--- src/rtl/mem_readout_tx.sv ---
// Readout master for the photon-count memory: strobes RD once per word, captures
// the settled 16-bit word and streams header + hi/lo bytes over a UART 8N1 line.
//
// state   | meaning
// --------+---------------------------------------------------------------
// IDLE    | waiting for start; tx idles high
// SEND    | shifting one byte: start bit, 8 data bits LSB first, stop bit
// RD_HI   | rd held high for RD_HIGH_CYCLES
// RD_WAIT | rd low, waiting RD_SETTLE_CYCLES before sampling mem_data
// FIN     | one-cycle done pulse, then back to IDLE
module mem_readout_tx #(
    parameter int         CLKS_PER_BIT     = 434,
    parameter int         RD_HIGH_CYCLES   = 4,
    parameter int         RD_SETTLE_CYCLES = 8,
    parameter logic [7:0] HEADER_BYTE      = 8'hA5,
    parameter int         MAX_WORDS        = 1024
) (
    input  logic        clk,
    input  logic        rst,
    input  logic        start,
    input  logic [10:0] word_count,
    input  logic [15:0] mem_data,
    output logic        rd,
    output logic        tx,
    output logic        busy,
    output logic        done,
    output logic [10:0] words_sent
);

    localparam int TMR_MAX_A = (CLKS_PER_BIT > RD_HIGH_CYCLES) ? CLKS_PER_BIT : RD_HIGH_CYCLES;
    localparam int TMR_MAX   = (TMR_MAX_A > RD_SETTLE_CYCLES) ? TMR_MAX_A : RD_SETTLE_CYCLES;
    localparam int TMR_W     = $clog2(TMR_MAX + 1);

    localparam logic [TMR_W-1:0] BIT_LD    = TMR_W'(CLKS_PER_BIT - 1);
    localparam logic [TMR_W-1:0] RD_HI_LD  = TMR_W'(RD_HIGH_CYCLES - 1);
    localparam logic [TMR_W-1:0] SETTLE_LD = TMR_W'(RD_SETTLE_CYCLES - 1);
    localparam logic [10:0]      MAX_N     = 11'(MAX_WORDS);

    typedef enum logic [2:0] {S_IDLE, S_SEND, S_RD_HI, S_RD_WAIT, S_FIN} state_t;
    typedef enum logic [1:0] {B_HDR, B_HI, B_LO} byte_t;

    state_t           state, state_nxt;
    byte_t            byte_sel;
    logic [10:0]      n_words;
    logic [TMR_W-1:0] tmr_cnt;
    logic [3:0]       bit_idx;
    logic [7:0]       tx_shift;
    logic [7:0]       mem_lo;

    logic tmr_zero, byte_end, last_word;

    assign tmr_zero  = (tmr_cnt == '0);
    assign byte_end  = (state == S_SEND) && tmr_zero && (bit_idx == 4'd9);
    assign last_word = ((words_sent + 11'd1) == n_words);

    always_comb begin
        state_nxt = state;
        rd        = 1'b0;
        tx        = 1'b1;
        busy      = 1'b0;
        done      = 1'b0;
        case (state)
            S_IDLE: begin
                if (start) state_nxt = S_SEND;
            end
            S_SEND: begin
                busy = 1'b1;
                if (bit_idx == 4'd0)      tx = 1'b0;
                else if (bit_idx == 4'd9) tx = 1'b1;
                else                      tx = tx_shift[0];
                if (byte_end) begin
                    case (byte_sel)
                        B_HDR:   state_nxt = (n_words == '0) ? S_FIN : S_RD_HI;
                        B_HI:    state_nxt = S_SEND;
                        default: state_nxt = last_word ? S_FIN : S_RD_HI;
                    endcase
                end
            end
            S_RD_HI: begin
                busy = 1'b1;
                rd   = 1'b1;
                if (tmr_zero) state_nxt = S_RD_WAIT;
            end
            S_RD_WAIT: begin
                busy = 1'b1;
                if (tmr_zero) state_nxt = S_SEND;
            end
            S_FIN: begin
                done      = 1'b1;
                state_nxt = S_IDLE;
            end
            default: state_nxt = S_IDLE;
        endcase
    end

    always_ff @(posedge clk) begin
        if (rst) begin
            state      <= S_IDLE;
            byte_sel   <= B_HDR;
            n_words    <= '0;
            words_sent <= '0;
            tmr_cnt    <= '0;
            bit_idx    <= '0;
            tx_shift   <= '0;
            mem_lo     <= '0;
        end else begin
            state <= state_nxt;
            case (state)
                S_IDLE: begin
                    if (start) begin
                        n_words    <= (word_count > MAX_N) ? MAX_N : word_count;
                        words_sent <= '0;
                        tx_shift   <= HEADER_BYTE;
                        byte_sel   <= B_HDR;
                        bit_idx    <= '0;
                        tmr_cnt    <= BIT_LD;
                    end
                end
                S_SEND: begin
                    if (!tmr_zero) begin
                        tmr_cnt <= tmr_cnt - 1'b1;
                    end else if (bit_idx != 4'd9) begin
                        // data bits shift out LSB first; start bit leaves the shifter intact
                        if (bit_idx != 4'd0) tx_shift <= tx_shift >> 1;
                        bit_idx <= bit_idx + 4'd1;
                        tmr_cnt <= BIT_LD;
                    end else begin
                        case (byte_sel)
                            B_HI: begin
                                tx_shift <= mem_lo;
                                byte_sel <= B_LO;
                                bit_idx  <= '0;
                                tmr_cnt  <= BIT_LD;
                            end
                            B_LO: begin
                                words_sent <= words_sent + 11'd1;
                                tmr_cnt    <= RD_HI_LD;
                            end
                            default: tmr_cnt <= RD_HI_LD;
                        endcase
                    end
                end
                S_RD_HI: begin
                    tmr_cnt <= tmr_zero ? SETTLE_LD : tmr_cnt - 1'b1;
                end
                S_RD_WAIT: begin
                    if (tmr_zero) begin
                        tx_shift <= mem_data[15:8];
                        mem_lo   <= mem_data[7:0];
                        byte_sel <= B_HI;
                        bit_idx  <= '0;
                        tmr_cnt  <= BIT_LD;
                    end else begin
                        tmr_cnt <= tmr_cnt - 1'b1;
                    end
                end
                default: ;
            endcase
        end
    end

endmodule
--- config.mk ---
export PLATFORM = sky130hd
export DESIGN_NAME = mem_readout_tx
export DESIGN_NICKNAME = d
export VERILOG_FILES = /design/src/rtl/mem_readout_tx.sv
export SDC_FILE = /design/constraint.sdc
export NUM_CORES = 1
export LEC_CHECK = 0
export BUFFER_PORTS_ARGS = -buffer_cell sky130_fd_sc_hd__buf_4
export CAP_MARGIN = 5
export CORE_ASPECT_RATIO = 1.75
export CORE_UTILIZATION = 60
export DETAILED_ROUTE_END_ITERATION = 6
export PLACE_DENSITY = 0.87
export SYNTH_ARGS = -nofsm -noshare
export SYNTH_HDL_FRONTEND = slang
export SYNTH_SLANG_ARGS = --single-unit
--- constraint.sdc ---
create_clock -name clk -period 3.9 [get_ports clk]
set_input_delay 0.39 -clock clk [delete_from_list [all_inputs] [get_ports clk]]
set_output_delay 0.39 -clock clk [all_outputs]
set_load 0.005 [all_outputs]
==> results of run 1 <==
==> how the worst max path moves through the flow <==
stage	start	to	slack, ns	cells past startpoint
after floorplan	words_sent[0]$_SDFFE_PP0P_	state[1]$_SDFFE_PP0P_	1.60	8
after global placement	tmr_cnt[0]$_SDFFE_PP0P_	words_sent[10]$_SDFFE_PP0P_	1.35	8
after detailed placement	tmr_cnt[0]$_SDFFE_PP0P_	words_sent[9]$_SDFFE_PP0P_	1.22	8
after CTS	tmr_cnt[0]$_SDFFE_PP0P_	words_sent[9]$_SDFFE_PP0P_	1.20	8
after global routing	bit_idx[0]$_SDFFE_PP0P_	words_sent[6]$_SDFFE_PP0P_	0.96	6
final	tmr_cnt[0]$_SDFFE_PP0P_	words_sent[9]$_SDFFE_PP0P_	1.19	8
==> per-layer routing <==
| layer | GRT usage [%] | vias to the layer above | routed length, um | share of wire (%) |
|---|---|---|---|---|
| li1 | - | 1438 | - | - |
| met1 | 29.61 | 1387 | 2809 | 38 |
| met5 | 0 | - | 0 | 0 |
| met3 | 4.128 | 31 | 327 | 4.4 |
| met4 | 18.01 | 0 | 393 | 5.3 |
| met2 | 49.77 | 105 | 3915 | 53 |
==> sequential cells by signal, summed over array words and instances, names as in the netlist <==
signal      count
tmr_cnt         9
bit_idx         4
mem_lo          8
byte_sel        2
state           3
n_words        11
tx_shift        8
words_sent     11
==> synth_stat cells (3+ instances only) <==
master / n / area, um^2
a211o_1: 3 / 26.28
a211oi_1: 4 / 30.03
a21oi_1: 39 / 195.2
a22oi_1: 6 / 45.04
a311oi_1: 4 / 35.03
and2_1: 5 / 31.28
and3_1: 3 / 18.77
buf_1: 3 / 11.26
clkbuf_1: 22 / 82.58
dfxtp_1: 56 / 1121
ha_1: 6 / 75.07
inv_1: 8 / 30.03
mux2i_1: 21 / 210.2
nand2_1: 23 / 86.33
nand2b_1: 8 / 50.05
nand3_1: 17 / 85.08
nand3b_1: 4 / 30.03
nand4_1: 3 / 18.77
nor2_1: 59 / 221.5
nor3_1: 9 / 45.04
nor3b_1: 8 / 60.06
nor4_1: 6 / 37.54
o21ai_0: 20 / 100.1
or2_2: 4 / 25.02
or3_1: 5 / 31.28
or4_1: 4 / 30.03
xnor2_1: 10 / 87.58
xor2_1: 6 / 52.55
==> layout make-up <==
type / count / area (um^2)
tap: 54 / 67.56
sequential: 56 / 1121
inverter: 8 / 30.03
clock inverter: 1 / 7.507
clock buffer: 7 / 86.33
fill: 405 / 1473
multi-input combinational: 301 / 1854
timing repair buffer: 45 / 337.8
==> cells in the final DEF (no fill, tap or decap), drive strengths merged, types with 9 or more instances in the layout <==
master	Yosys	routed
nand2	23	23
nor3	9	9
a21oi	39	39
xnor2	10	10
o21ai	20	20
nor2	59	59
buf	6	45
dfxtp	56	56
mux2i	21	21
nand3	17	17
==> report_power, final <==
part / leakage [nW] / switching (mW) / internal [mW]
Sequential: 0.456 / 0.0258 / 0.594
Combinational: 0.939 / 0.101 / 0.0842
Clock: 0.0445 / 0.187 / 0.145
Total: 1.44 / 0.313 / 0.824
==> kinds of logic after synthesis <==
family / after synthesis / share of synthesized area [%]
compound gates: 87 / 16.85
mux: 22 / 7.083
flops: 56 / 35.85
simple gates: 170 / 28.49
xor+xnor: 16 / 4.482
buf+inv: 36 / 4.842
fa+ha+maj: 6 / 2.401
==> critical path, cell delays in order, from the launching register on <==
cell     delay (ns)
dfxtp_1        0.35
inv_1          0.08
ha_1           0.14
nor4b_2        0.25
nand2_1        0.33
or4_4          0.70
and2_0         0.36
o21ai_0        0.28
a21oi_1        0.09
==> metrics by stage <==
stage               setup WS (ns)  utilization, %
floorplan                   1.596               -
global placement            1.350           68.53
detailed placement          1.217           68.53
CTS                         1.197           70.41
global route               0.9647           70.41
finish                      1.185           70.41
==> summary.txt, run 1 <==
CP Capture Type = flip-flop
maximum VDD drop = 0.3031 mV
total track usage = 28.00%
Final ANT Viol Nets = 0
Post-synth EDFFs = 0
WL per Instance = 15.78 um
vias per cell = 6.273
reg2reg path depth = 8
total grt overflow = 0
status = finished clean
final hold vios = 0
reg-to-reg startpoint = tmr_cnt[0]$_SDFFE_PP0P_
first-pass GRT wire length = 12,510 um
clk_skew = 0.01205 ns
hold worst-path end = mem_lo[6]$_SDFFE_PP0P_
P_leak = 1.439 nW
pwr/cell area = 324.4 nW/um^2
Data arrival, critical path = 2.90 ns
CTS Buf Count = 5
synthesized instance count = 393
setup tns final = 0 ns
WHS Path Cells = 3
critical path class = reg2reg
total number of vias = 2,961
Detail Placement HPWL = 5427 um
FF-to-FF End = words_sent[9]$_SDFFE_PP0P_
reg-to-reg slack, setup = 1.19 ns
Max Cap Viol = 0
Async SR Flop Fraction = 0%
hold buffers post-CTS = 0
root buf cell = clkbuf_8
RSZ-0062 raised after global routing = false
Inst Count DP = 464
final setup fails = 0
clock sinks = 56
Buffers on Ports = 44
Final Cell Area = 3505 um^2
fmax = 368.4 MHz
antenna violations before repair = 0
share of layout cells above drive strength 1 = 15.07%
n_diodes = 0
worst min path class = in2reg
hold path start = mem_data[6]
worst-path fanout max = 13
worst slew pin tran = 0.7466 ns
die width = 56.57 um
Startpoint Class = flip-flop
Die ar. = 5515 um^2
Post-CTS Resized = 0
syn avg cell area = 7.956 um^2
pin count of the biggest net entering global routing = 54
top_reg_cell synth = dfxtp_1
Initial Util = 62.82%
Syn-to-layout area delta = 12.08%
synthesized flop and latch total = 56
CTS tree = done
Routed WL = 7446 um
drt drc = 0
Die Y = 97.50 um
Nets = 453
Seq/Total Area, Yosys = 35.85%
Worst-path clk slew = 0.10 ns
Clock Latency Late Sink = 0.31 ns
yosys warns = 0
DR pass1 iterations = 4
Hold WS = 0.3039 ns
CTS Buffer Depth = 2
Layout Cells excl Fill = 472
worst path required time = 4.08 ns
RePlAce Congestion = 0.9050
placement row count = 34
Syn Std Cell Area = 3127 um^2
min cycle time layout = 2.715 ns
post-CTS setup buffer count = 0
fin. max-slew vios = 0
I/O pin cnt = 45
Synth cell types = 51
CTS HTree Levels = 2
Max-slew headroom = 50.16%
number of global-route vias before repair = 2,906
total power draw = 1.137 mW
Synthesized Nets = 429
Final Cycle Share = 69.61%
placed inst area = 3411 um^2
total core area = 4977 um^2
initial DRC count = 125
No activity file was read; power rests on OpenSTA's default activity.
==> run 2, diff against run 1 <==
- ABC_AREA: unset -> 1
- CORE_UTILIZATION: 60 -> 57
- PLACE_DENSITY: 0.87 -> 0.84
- clock period: 3.9 -> 2.8 ns (I/O delays scaled with it)
==> summary.txt, run 2 <==
RSZ-0062 raised after global routing = false
yosys warns = 0
DR pass1 iterations = 6
Syn Std Cell Area = 3128 um^2
Buffers on Ports = 44
most frequent cells in the layout = nand2_1 (97), nor2_1 (65), inv_1 (57), dfxtp_1 (56), a21oi_1 (48)
total grt overflow = 0
Max-slew headroom = 53.19%
maximum VDD drop = 0.6644 mV
number of global-route vias before repair = 3,132
reg-to-reg slack, setup = 0.65 ns
CTS HTree Levels = 2
most frequent cell after synthesis = nand2_1
Detail Placement HPWL = 6152 um
Seq/Total Area, Yosys = 35.84%
total number of vias = 3,281
Final ANT Viol Nets = 0
commonest cells in the netlist = nand2_1 (97), nor2_1 (65), inv_1 (57)
Net Sw Frac = 43.76%
worst-path cell chain = ha_1 -> nand2_1 -> nor2_1 -> nand3_1 -> nand2_1 -> nand2_1 -> nand2_1 -> nand2_1 -> nor2_1 -> nand3_1 -> nand2_1 -> nand2_1 -> nand2_1 -> a21oi_1
Syn-to-layout area delta = 15.48%
Data arrival, critical path = 2.34 ns
cell internal pwr = 1.710 mW
delay of the slowest critical-path stage = 0.42 ns
Nets = 554
worst-path fanout max = 7
antenna violations before repair = 0
crit path max-delay cell type = dfxtp_1
first-pass GRT wire length = 13,010 um
Startpoint Class = flip-flop
top flop regs = n_words: 11 flops, words_sent: 11 flops, tmr_cnt: 9 flops
fin. max-slew vios = 0
RePlAce Congestion = 0.9367
clk_skew = 0.007062 ns
hold buffers post-CTS = 0
Reg area = 1121 um^2
die width = 58 um
worst path required time = 3.00 ns
Post-CTS Resized = 0
commonest non-fill, non-tap cell in the layout = nand2_1
WL per Instance = 13.71 um
n_diodes = 0
synthesized flop and latch total = 56
CTS tree = done
Post-synth EDFFs = 0
NetSw = 1.331 mW
Clock power frac = 17.6%
area of the multi-input gates = 1734 um^2
final hold vios = 0
pin count of the biggest net entering global routing = 31
Fillers = 476
worst slew pin tran = 0.6962 ns
total track usage = 28.52%
vias per cell = 5.716
hold worst-path end = mem_lo[2]$_SDFFE_PP0P_
reg-to-reg startpoint = words_sent[0]$_SDFFE_PP0P_
CP most frequent cell = nand2_1
setup tns final = 0 ns
pwr/cell area = 841.8 nW/um^2
Worst path depth = 14
Final Cycle Share = 76.63%
initial DRC count = 212
Logic pwr share = 46.2%
synthesized instance count = 474
FF-to-FF End = state[1]$_SDFFE_PP0P_
WHS Path Cells = 3
Async SR Flop Fraction = 0%
Die Y = 100.0 um
Routed WL = 7870 um
min cycle time layout = 2.146 ns
Synth cell types = 35
syn avg cell area = 6.599 um^2
Yosys top cell by area = dfxtp_1
CP Buf/Inv Count = 0
share of the synthesized area in the top cell type = 35.84%
fmax = 466.0 MHz
Worst-path clk slew = 0.10 ns
hold path start = mem_data[2]
share of layout cells above drive strength 1 = 13.10%
Initial Util = 59.52%
Die ar. = 5800 um^2
Clock Latency Late Sink = 0.32 ns
P_leak = 1.581 nW
total core area = 5255 um^2
final setup fails = 0
I/O pin cnt = 45
CTS Buf Count = 5
CP Capture Type = flip-flop
status = finished, violations left
critical path class = reg2reg
Synthesized Nets = 510
post-CTS setup buffer count = 0
top_reg_cell synth = dfxtp_1
clock sinks = 56
CTS Buffer Depth = 2
placement row count = 35
worst min path class = in2reg
Hold WS = 0.1787 ns
part of the power in registers = 36.2%
CP delay by family, top = simple AND/OR/NAND/NOR gates
root buf cell = clkbuf_8
Max Cap Viol = 0
failing checks = design-rule violations
drt drc = 4
reg2reg path depth = 14
Synth area leaders = dfxtp_1 (36%), nand2_1 (12%), nor2_1 (7.8%)
[run 2: layout make-up]
type | count | share of cell area, %
clock buffer | 5 | 1.905
clock inverter | 3 | 1.178
inverter | 63 | 6.616
multi-input combinational | 347 | 48.01
sequential | 56 | 31.04
tap | 55 | 1.905
timing repair buffer | 45 | 9.352
[run 2: kinds of logic after synthesis]
logic type | synth area share (%)
flops | 35.84
compound gates | 19.04
xor+xnor | 1.400
buf+inv | 8.720
fa+ha+maj | 2.400
simple gates | 32.60
[run 2: stage by stage]
stage	area [um^2]	power [mW]	setup WS, ns	instances	util (%)
after floorplan	3128	2.155	1.019	474	-
after global placement	3501	2.460	0.6826	566	66.62
after detailed placement	3501	2.504	0.6474	566	66.62
after CTS	3612	3.034	0.6382	574	68.74
after global routing	3612	3.280	0.3824	574	68.74
final	3612	3.041	0.6543	574	68.74
[run 2: power groups by stage]
stage / Combinational [mW] / Sequential [mW] / Clock (mW)
final: 1.40 / 1.10 / 0.536
after global routing: 1.59 / 1.12 / 0.574
after CTS: 1.40 / 1.10 / 0.541
after floorplan: 1.09 / 1.06 / 0
after detailed placement: 1.39 / 1.11 / 0
after global placement: 1.35 / 1.11 / 0
[run 2: worst max-delay path by stage]
stage	start	end
3_3_place_gp	words_sent[0]$_SDFFE_PP0P_	state[1]$_SDFFE_PP0P_
6_report	words_sent[0]$_SDFFE_PP0P_	state[1]$_SDFFE_PP0P_
3_5_place_dp	words_sent[0]$_SDFFE_PP0P_	state[1]$_SDFFE_PP0P_
5_1_grt	words_sent[0]$_SDFFE_PP0P_	state[1]$_SDFFE_PP0P_
4_1_cts	words_sent[0]$_SDFFE_PP0P_	state[1]$_SDFFE_PP0P_
2_1_floorplan	words_sent[0]$_SDFFE_PP0P_	state[1]$_SDFFE_PP0P_
[run 2: layer usage]
layer / global-route usage, % / vias up / part of all wire [%]
li1: - / 1650 / -
met3: 2.964 / 23 / 3.9
met5: 0 / - / 0
met2: 56.06 / 93 / 57
met1: 27.50 / 1515 / 36
met4: 15.57 / 0 / 3.4
[run 2: worst register-to-register path, delay by kind of cell (launching register included)]
kind,cells,cell delay [ns]
AO/OA/AOI/OAI,1,0.06
adder cells (fa/ha/maj),1,0.20
flip-flops,1,0.42
AND/OR/NAND/NOR,12,1.35
==> run 3, diff against run 2 <==
- clock period: 2.8 -> 2.05 ns (I/O delays scaled with it)
==> summary.txt, run 3 (same netlist as run 2, synthesis figures left out) <==
CTS Buf Count = 5
clock sinks = 56
initial DRC count = 193
post-layout util = 71.57%
Routed WL = 8167 um
CTS tree = done
first-pass GRT wire length = 13,580 um
total number of vias = 3,326
n_diodes = 0
Final ANT Viol Nets = 0
vias per cell = 5.647
Inst Count DP = 578
Startpoint Class = flip-flop
root buf cell = clkbuf_8
min cycle time layout = 1.953 ns
Final Cell Area = 3761 um^2
Max-slew headroom = 56.15%
CP Capture Type = primary output
Nets = 570
hold buffers post-CTS = 0
die width = 58 um
fmax = 512.1 MHz
Buffers on Ports = 44
commonest non-fill, non-tap cell in the layout = nand2_1
final setup fails = 0
total core area = 5255 um^2
number of global-route vias before repair = 3,157
Initial Util = 59.52%
maximum VDD drop = 0.8900 mV
Crit. Startpoint = state[2]$_SDFFE_PP0P_
Final Cycle Share = 95.26%
worst path required time = 1.85 ns
Die ar. = 5800 um^2
failing checks = design-rule violations
reg-to-reg startpoint = tmr_cnt[1]$_SDFFE_PP0P_
placed inst area = 3591 um^2
CTS HTree Levels = 2
drt drc = 3
pin count of the biggest net entering global routing = 30
share of layout cells above drive strength 1 = 19.10%
pwr/cell area = 1143 nW/um^2
clk_skew = 0.008939 ns
critical path class = reg2out
Worst-path clk slew = 0.10 ns
worst slew pin tran = 0.6570 ns
top flop regs = n_words: 11 flops, words_sent: 11 flops, tmr_cnt: 9 flops
Layout Cells excl Fill = 589
Max Cap Viol = 0
hold path start = mem_data[1]
DR pass1 iterations = 7
CTS Buffer Depth = 2
RePlAce Congestion = 0.9471
Die Y = 100.0 um
antenna violations before repair = 0
Fillers = 438
P_leak = 1.657 nW
fin. max-slew vios = 0
total grt overflow = 0
total track usage = 29.86%
Detail Placement HPWL = 6290 um
placement row count = 35
worst-path fanout max = 9
I/O pin cnt = 45
final hold vios = 0
total power draw = 4.299 mW
Hold WS = 0.1130 ns
most frequent cells in the layout = nand2_1 (94), nor2_1 (61), buf_4 (61), inv_1 (55), dfxtp_1 (49)
WL per Instance = 13.87 um
status = finished, violations left
Syn-to-layout area delta = 20.24%
worst min path class = in2reg
Data arrival, critical path = 1.75 ns
Clock Latency Late Sink = 0.31 ns
[run 3: worst max-delay path, stage by stage (launching register included)]
cell	delay, ns
dfxtp_1	0.38
inv_2	0.12
nand2_4	0.11
nor2_8	0.13
buf_4	0.17
nand2_1	0.07
buf_4	0.17
nor2_1	0.09
nor2_1	0.05
buf_4	0.15
[run 3: final timing paths]
kind	endpoint	slack [ns]	depth (start not counted)
max	tx	0.1	9
min	mem_lo[1]$_SDFFE_PP0P_	0.11	3
max reg2reg	state[0]$_SDFFE_PP0P_	0.12	12
min reg2reg	tmr_cnt[0]$_SDFFE_PP0P_	0.45	1
[run 3: repair_timing]
| action | in CTS | in global routing |
|---|---|---|
| resized for setup | 0 | 24 |
| setup endpoints to repair | 0 | 26 |
| buffers inserted | 0 | 4 |
[run 3: cell type report]
class	count	area, um^2	area share [%]
Clock buffer	6	72.57	1.929
Clock inverter	1	5.005	0.1331
Inverter	63	239.0	6.354
Multi-Input combinational cell	347	1788	47.54
Sequential cell	56	1130	30.04
Tap cell	55	68.82	1.830
Timing Repair Buffer	61	457.9	12.18
[run 3: power breakdown]
| group | leakage [nW] | total (mW) | internal, mW | switching (mW) |
|---|---|---|---|---|
| logic | 1.16 | 2.22 | 0.838 | 1.38 |
| registers | 0.461 | 1.50 | 1.32 | 0.186 |
| clock network | 0.0410 | 0.579 | 0.234 | 0.345 |
[run 3: through the flow]
step                setup WS (ns)  setup TNS [ns]
finish                    0.09725               0
detailed placement        0.02952               0
global placement           0.1144               0
floorplan                  0.2685               0
global route             -0.05927         -0.1568
CTS                      0.004201               0
[run 3: routing by layer]
| layer | routed length, um | GRT usage, % |
|---|---|---|
| met5 | 0 | 0 |
| met4 | 337 | 16.12 |
| met3 | 246 | 4.381 |
| met2 | 4642 | 58.53 |
| met1 | 2941 | 28.21 |
